`src/rtl/frame_scan_ctl.sv`:
```
// Frame scheduler for the 8-layer LED cube: scans one ping-pong RAM bank pixel by pixel,
// hands pixel words to the encoders over valid/ready, then holds the WS2812 latch gap.
module frame_scan_ctl #(
  parameter int unsigned ADDR_W     = 6,
  parameter int unsigned GAP_CYCLES = 4000
) (
  input  logic              clk_in,
  input  logic              rst_n_in,
  input  logic              wr_done_in,
  input  logic              refresh_in,
  output logic              bank_sel_out,
  output logic              rd_en_out,
  output logic [ADDR_W-1:0] rd_addr_out,
  input  logic [191:0]      rd_data_in,
  output logic              pix_valid_out,
  output logic [191:0]      pix_data_out,
  input  logic              pix_ready_in,
  output logic              busy_out,
  output logic              frame_done_out
);

  localparam int unsigned     GapW     = (GAP_CYCLES > 1) ? $clog2(GAP_CYCLES) : 1;
  localparam logic [GapW-1:0] GapLoad  = GapW'(GAP_CYCLES - 1);
  localparam logic [ADDR_W-1:0] LastAddr = '1;

  typedef enum logic [2:0] {StIdle, StRead, StCapt, StSend, StGap} state_e;

  state_e          state_q;
  logic            swap_pend_q;
  logic [GapW-1:0] gap_cnt_q;
  logic            start_swap;

  // A wr_done arriving in the same IDLE cycle is honoured immediately, so a
  // simultaneous refresh still yields a single, swapped frame.
  assign start_swap = swap_pend_q | wr_done_in;

  always_ff @(posedge clk_in or negedge rst_n_in) begin
    if (!rst_n_in) begin
      state_q        <= StIdle;
      swap_pend_q    <= 1'b0;
      gap_cnt_q      <= '0;
      bank_sel_out   <= 1'b0;
      rd_en_out      <= 1'b0;
      rd_addr_out    <= '0;
      pix_valid_out  <= 1'b0;
      pix_data_out   <= '0;
      busy_out       <= 1'b0;
      frame_done_out <= 1'b0;
    end else begin
      frame_done_out <= 1'b0;
      if (wr_done_in) begin
        swap_pend_q <= 1'b1;
      end
      unique case (state_q)
        StIdle: begin
          if (start_swap) begin
            bank_sel_out <= ~bank_sel_out;
            // Only a fresh wr_done on top of an already pending one survives consumption.
            swap_pend_q  <= swap_pend_q & wr_done_in;
            state_q      <= StRead;
            rd_en_out    <= 1'b1;
            busy_out     <= 1'b1;
          end else if (refresh_in) begin
            state_q   <= StRead;
            rd_en_out <= 1'b1;
            busy_out  <= 1'b1;
          end
        end
        StRead: begin
          rd_en_out <= 1'b0;
          state_q   <= StCapt;
        end
        StCapt: begin
          pix_data_out  <= rd_data_in;
          pix_valid_out <= 1'b1;
          state_q       <= StSend;
        end
        StSend: begin
          if (pix_ready_in) begin
            pix_valid_out <= 1'b0;
            if (rd_addr_out == LastAddr) begin
              rd_addr_out    <= '0;
              gap_cnt_q      <= GapLoad;
              frame_done_out <= (GAP_CYCLES == 1);
              state_q        <= StGap;
            end else begin
              rd_addr_out <= rd_addr_out + ADDR_W'(1);
              rd_en_out   <= 1'b1;
              state_q     <= StRead;
            end
          end
        end
        StGap: begin
          // frame_done is registered, so it is raised while the counter steps from 1 to 0.
          if (gap_cnt_q == '0) begin
            state_q  <= StIdle;
            busy_out <= 1'b0;
          end else begin
            gap_cnt_q      <= gap_cnt_q - GapW'(1);
            frame_done_out <= (gap_cnt_q == GapW'(1));
          end
        end
        default: begin
          state_q       <= StIdle;
          rd_en_out     <= 1'b0;
          pix_valid_out <= 1'b0;
          busy_out      <= 1'b0;
        end
      endcase
    end
  end

endmodule

```
`config.mk`:
```
export PLATFORM = sky130hd
export DESIGN_NAME = frame_scan_ctl
export DESIGN_NICKNAME = d
export VERILOG_FILES = /design/src/rtl/frame_scan_ctl.sv
export SDC_FILE = /design/constraint.sdc
export NUM_CORES = 1
export LEC_CHECK = 0
export ABC_CLOCK_PERIOD_IN_PS = 1680
export BUFFER_PORTS_ARGS = -buffer_cell sky130_fd_sc_hd__buf_4
export CAP_MARGIN = 20
export CORE_AREA = 2 2 155 157
export DETAILED_ROUTE_END_ITERATION = 16
export DIE_AREA = 0 0 157 159
export PLACE_DENSITY = 0.69
export SETUP_SLACK_MARGIN = 0.05
export SKIP_CTS_REPAIR_TIMING = 1
export SYNTH_ARGS = -nofsm -noshare
export SYNTH_HDL_FRONTEND = slang
export SYNTH_SLANG_ARGS = --single-unit
```
`constraint.sdc`:
```
create_clock -name clk_in -period 1.68 [get_ports clk_in]
set_input_delay 0.252 -clock clk_in [delete_from_list [all_inputs] [get_ports clk_in]]
set_output_delay 0.252 -clock clk_in [all_outputs]
set_load 0.05 [all_outputs]
```
== Word level (Yosys, flattened, before mapping) ==
Cells that the tools add are included.
Word-level totals
  bits in registers: 219
  bits in latches: 0
  bits in writable memories: 0
  bits in read-only memories: 0
  bits of input ports: 197
  output and inout bits: 203
  word-level logic and storage cells: 68
  memories kept: 0
Operators by class
  $add $sub $neg: 2
  multiply operators: 0
  divide/modulo/power cells: 0
  $lt $le $gt $ge: 0
  equality and inequality tests: 12
  shift operators: 0
  mux-type cells: 25
  bitwise gates (word level): 6
  reduce and logical (&&, ||, !) cells: 13
Operators with widths (count)
  12-bit two-way mux: 3
  12-bit case mux with 2 select lines: 1
  3-bit two-way mux: 5
  3-bit case mux with 5 select lines: 1
  12-bit by 1-bit == test with 1-bit output, second input constant: 1
  12-bit logical NOT: 1
  12-bit by 1-bit subtractor with 12-bit output, second input constant: 1
  1-bit two-way mux: 11
  2-bit != test, second input constant: 5
  1-bit case mux with 3 select lines: 3
  4-bit AND reduction: 2
  6-bit by 1-bit adder with 6-bit output, second input constant: 1
  3-bit by 2-bit == test with 1-bit output, second input constant: 2
  6-bit == test, second input constant: 1
  6-bit two-way mux: 1
  2-bit AND reduction: 3
  3-bit AND reduction: 2
  3-bit OR reduction: 2
  1-bit inverter: 4
  3-bit by 1-bit == test with 1-bit output, second input constant: 1
  3-bit == test, second input constant: 1
  3-bit logical NOT: 1
  3-bit != test, second input constant: 1
  2-bit nonzero test: 1
  other kinds (3): 3

== Longest topological paths before layout ==
  depth in word-level cells: 4
  mapped depth: 7
  mapped depth without buffers: 6

== Worst setup path after synthesis ==
No wires, ideal clock.
  path kind: reg-to-reg
  from: register rd_addr_out[0]
  to: register gap_cnt_q[1]
  library setup time: 0.082 ns
  data arrival time: 1.733 ns
  required time: 1.598 ns
  path slack: -0.134 ns
  stages on the path, launching flop included: 6
  path buffers: 0
  period minus slack after synthesis: 1.814 ns
  cells stage by stage: dfrtp_1 -> ha_1 -> and3_1 -> nand3_1 -> or2_2 -> a31oi_1
On the way
  word-level cells in the longest chain between the ends: 3
Ends and longest elaborated chain
  start, declared: line 13  | output logic [ADDR_W-1:0] rd_addr_out,
  start signal, assigned: line 87  | rd_addr_out <= rd_addr_out + ADDR_W'(1);
  6-bit == test: line 81  | if (rd_addr_out == LastAddr) begin
  2-bit != test (no line)
  4-bit AND reduction (no line)
  end signal, assigned: line 83  | gap_cnt_q <= GapLoad;
  end signal, assigned: line 99  | gap_cnt_q <= gap_cnt_q - GapW'(1);
  end, declared: line 30  | logic [GapW-1:0] gap_cnt_q;
No other way between the ends.
A chain may end at the register's enable or synchronous reset.

== Final worst setup path ==
  from: register state_q[2]
  to: register pix_data_out[16]
On the way
  word-level cells in the longest chain between the ends: 1
Ends and longest elaborated chain
  start, declared: line 28  | state_e state_q;
  start signal, assigned: line 39  | state_q <= StIdle;
  start signal, assigned: line 60  | state_q <= StRead;
  start signal, assigned: line 64  | state_q <= StRead;
  3-bit by 2-bit == test with 1-bit output: line 54  | unique case (state_q)
  end signal, assigned: line 74  | pix_data_out <= rd_data_in;
  end, declared: line 16  | output logic [191:0] pix_data_out,
No other way between the ends.

==> results.yml <==
yosys:
  ys_async_sr_fraction_pct: 100
  post_synth_instance_area_mm2: 0.00857
  synth_top_cell_by_area: "sky130_fd_sc_hd__dfrtp_1"
  synth.lib_cells_used.distinct: 42
  synth.top_cells.by_area: "sky130_fd_sc_hd__dfrtp_1 (64%), sky130_fd_sc_hd__mux2_1 (24%), sky130_fd_sc_hd__buf_4 (1.8%), sky130_fd_sc_hd__mux2_2 (1.3%), sky130_fd_sc_hd__nand2_1 (0.61%)"
  synth_flop_cell: "sky130_fd_sc_hd__dfrtp_1"
  postSynthNetCount: 755
  synthDominantCellAreaShare_pct: 64.0
  synth_sequential_area_ratio_pct: 64.0
  syn-instance-count: 554
  yosys_register_bits: 219
  synth_enable_flop_cells: 0
  synth_area_per_cell_um2: 15.5
  yosysWarningCount: 0
power:
  switching_share_pct: 47.7
  p_int_mw: 18.0
  cellPowerDensity_mw_per_mm2: 2220
  power_frac_clock_pct: 14.8
  power_leakage_nw: 7.25
  p_sw_mw: 16.4
  vdd.ir_drop.worst_mv: 1.42
  comb_power_share_pct: 58.1
  seqPwrFrac_pct: 27.1
floorplanning:
  dieArea_mm2: 0.0250
  floorplan.core_area_mm2: 0.0232
  die_w_um: 157
  initial_core_util_pct: 36.9
  io-pin-count: 400
  row_cnt: 56
  die_h_um: 159
timing:
  worstMarginPinSlew_ns: 0.419
  final.period_utilization_pct: 98.4
  rsz0062_at_grt: "yes"
  max_freq_ghz: 0.605
  fin_skew_ns: 0.00943
  holdWs_ns: 0.00331
  hold_violations: 0
  maxSlewHeadroom_pct: 72.1
  minimum_period_implied_by_the_final_worst_setup_slack_ns: 1.65
  final_max_slew_viol_count: 0
  setup_viol: 0
finish:
  postLayoutCellArea_mm2: 0.0155
  design.final.nets: 1424
  layout.cells.most_common: "sky130_fd_sc_hd__buf_4"
  final_cell_mix: "sky130_fd_sc_hd__buf_4 (447), sky130_fd_sc_hd__dfrtp_1 (214), sky130_fd_sc_hd__dlygate4sd3_1 (193)"
  area_growth_syn_to_layout_pct: 81.1
  final-instance-count-excl-fill: 1561
  final_core_utilization_pct: 66.9
  drive_gt1_share_pct: 44.8
placed_design:
  place_congestion: 0.774
  post-place-cells: 1298
  placement.cell_area_mm2: 0.0123
  detailed_place_hpwl_um: 18000
  placement.io_buffers: 399
clocking:
  clk_pin_slew_ns: 0.06
  clock_sink_count: 219
  numCtsBuffers: 24
  cts.htree.levels: 1
  clk_root_buffer_cell: "sky130_fd_sc_hd__clkbuf_16"
  clk_path_buf_depth: 3
  cts_tree: "yes"
  worst_skew_pair.late_latency_ns: 0.51
global_routing:
  antenna_found_initial: 2
  first_pass_grt_wire_length_um: 35500
  grt_pass1_vias: 6418
  overall_global_routing_usage_pct: 18.0
  maximum_number_of_pins_on_one_net_before_global_route_repair: 46
  globalRoute.totalOverflow: 0
routing:
  post_dr_wirelength_cell_um: 18.5
  via_count: 7313
  drcViolationCount: 0
  ant_nets: 0
  wirelength_um: 28800
  drtIter0Drc: 275
  route.detailed.vias_per_inst: 4.68
  dr.pass1.iters: 4
worst_setup_path:
  worstSetupEndpointType: "flip-flop"
  timing_worst_setup_path_type: "reg -> reg"
  critPathLaunchType: "flip-flop"
  worst_r2r_setup_slack_ns: 0.03
  timing.critical_path.fanout_max: 10
  cp_data_required_time_ns: 2.07
  critical_path_arrival_ns: 2.04
hold_path:
  worst_hold_path_type: "in -> reg"
run_status:
  outcome: "finished, final reports clean"
run:
  maxCapViolCount: 0
critical path, stage by stage (launching register included):
cell	delay, ns
sky130_fd_sc_hd__dfrtp_1	0.41
sky130_fd_sc_hd__nand2b_4	0.16
sky130_fd_sc_hd__nor2_4	0.11
sky130_fd_sc_hd__buf_12	0.13
sky130_fd_sc_hd__buf_16	0.17
sky130_fd_sc_hd__clkbuf_16	0.18
sky130_fd_sc_hd__mux2_1	0.34
per-stage QoR:
step | total power [mW] | setup WS (ns) | setup TNS, ns
after floorplan | 21.4 | 0.0156 | 0
after global placement | 27.5 | -0.00757 | -0.0191
after detailed placement | 27.8 | -0.0317 | -0.0879
after CTS | 32.9 | -0.0265 | -0.0819
after global routing | 35.7 | -0.0393 | -0.101
final | 34.4 | 0.0277 | 0
layout make-up:
cell class	count	area (µm²)
multi-input cells	307	3030
inverters	4	15.0
clock buffers	37	689
flip-flops and latches	219	5490
clock inverters	6	66.3
well taps	319	399
fillers	1573	7680
diodes	2	5.00
repair buffers	667	5830
cells by family (layout without fill, tap and decap cells):
logic type	after synthesis	after routing	synth area share, %
AO/OA/AOI/OAI	32	32	2.20
XOR/XNOR	3	3	0.307
adder cells (fa/ha/maj)	4	4	0.584
buffers and inverters	28	714	2.15
flip-flops	219	219	64.0
multiplexers	195	195	25.6
other	0	2	0
AND/OR/NAND/NOR	73	73	5.23
cell usage after synthesis (2+ instances only):
master	count
sky130_fd_sc_hd__a21oi_1	8
sky130_fd_sc_hd__a31oi_1	5
sky130_fd_sc_hd__and2_1	3
sky130_fd_sc_hd__and3_1	4
sky130_fd_sc_hd__and4_1	2
sky130_fd_sc_hd__buf_2	3
sky130_fd_sc_hd__buf_4	20
sky130_fd_sc_hd__dfrtp_1	219
sky130_fd_sc_hd__ha_1	4
sky130_fd_sc_hd__inv_1	4
sky130_fd_sc_hd__mux2_1	182
sky130_fd_sc_hd__mux2_2	10
sky130_fd_sc_hd__mux2i_1	3
sky130_fd_sc_hd__nand2_1	14
sky130_fd_sc_hd__nand2b_1	3
sky130_fd_sc_hd__nand3_1	7
sky130_fd_sc_hd__nand3b_1	2
sky130_fd_sc_hd__nand4_1	3
sky130_fd_sc_hd__nor2_1	12
sky130_fd_sc_hd__nor3_1	5
sky130_fd_sc_hd__nor3b_4	2
sky130_fd_sc_hd__nor4_1	4
sky130_fd_sc_hd__o21ai_0	10
sky130_fd_sc_hd__o31ai_1	3
sky130_fd_sc_hd__or3b_1	3
sky130_fd_sc_hd__xnor2_1	3
power by group through the flow:
stage / Combinational (mW) / Clock, mW / Sequential, mW
final: 20.0 / 5.08 / 9.31
after global routing: 20.7 / 5.44 / 9.62
after CTS: 18.5 / 5.23 / 9.16
after detailed placement: 18.5 / 0 / 9.23
after global placement: 18.3 / 0 / 9.13
after floorplan: 3.60 / 0 / 17.8
sequential cells by signal (all words and copies together) (netlist names):
signal          count
state_q             3
rd_en_out           1
rd_addr_out         6
swap_pend_q         1
gap_cnt_q          12
bank_sel_out        1
pix_data_out      192
frame_done_out      1
busy_out            1
pix_valid_out       1
worst paths after layout:
check,start,endpoint,depth (start not counted)
max,state_q[2],pix_data_out[16],6
min,wr_done_in,swap_pend_q,3
max reg2reg,state_q[2],pix_data_out[16],6
min reg2reg,bank_sel_out,bank_sel_out,1
max in group asynchronous,rst_n_in,state_q[1],3
min in group asynchronous,rst_n_in,pix_data_out[67],2
metal layers:
| metal | up-vias | share of wire (%) | GRT usage, % |
|---|---|---|---|
| li1 | 3336 | - | - |
| met1 | 3645 | 39 | 21.4 |
| met2 | 270 | 53 | 31.3 |
| met3 | 62 | 5.6 | 4.41 |
| met4 | 0 | 3.0 | 6.55 |
| met5 | - | 0 | 0 |
Note: power is estimated with default switching activity, not from simulation.
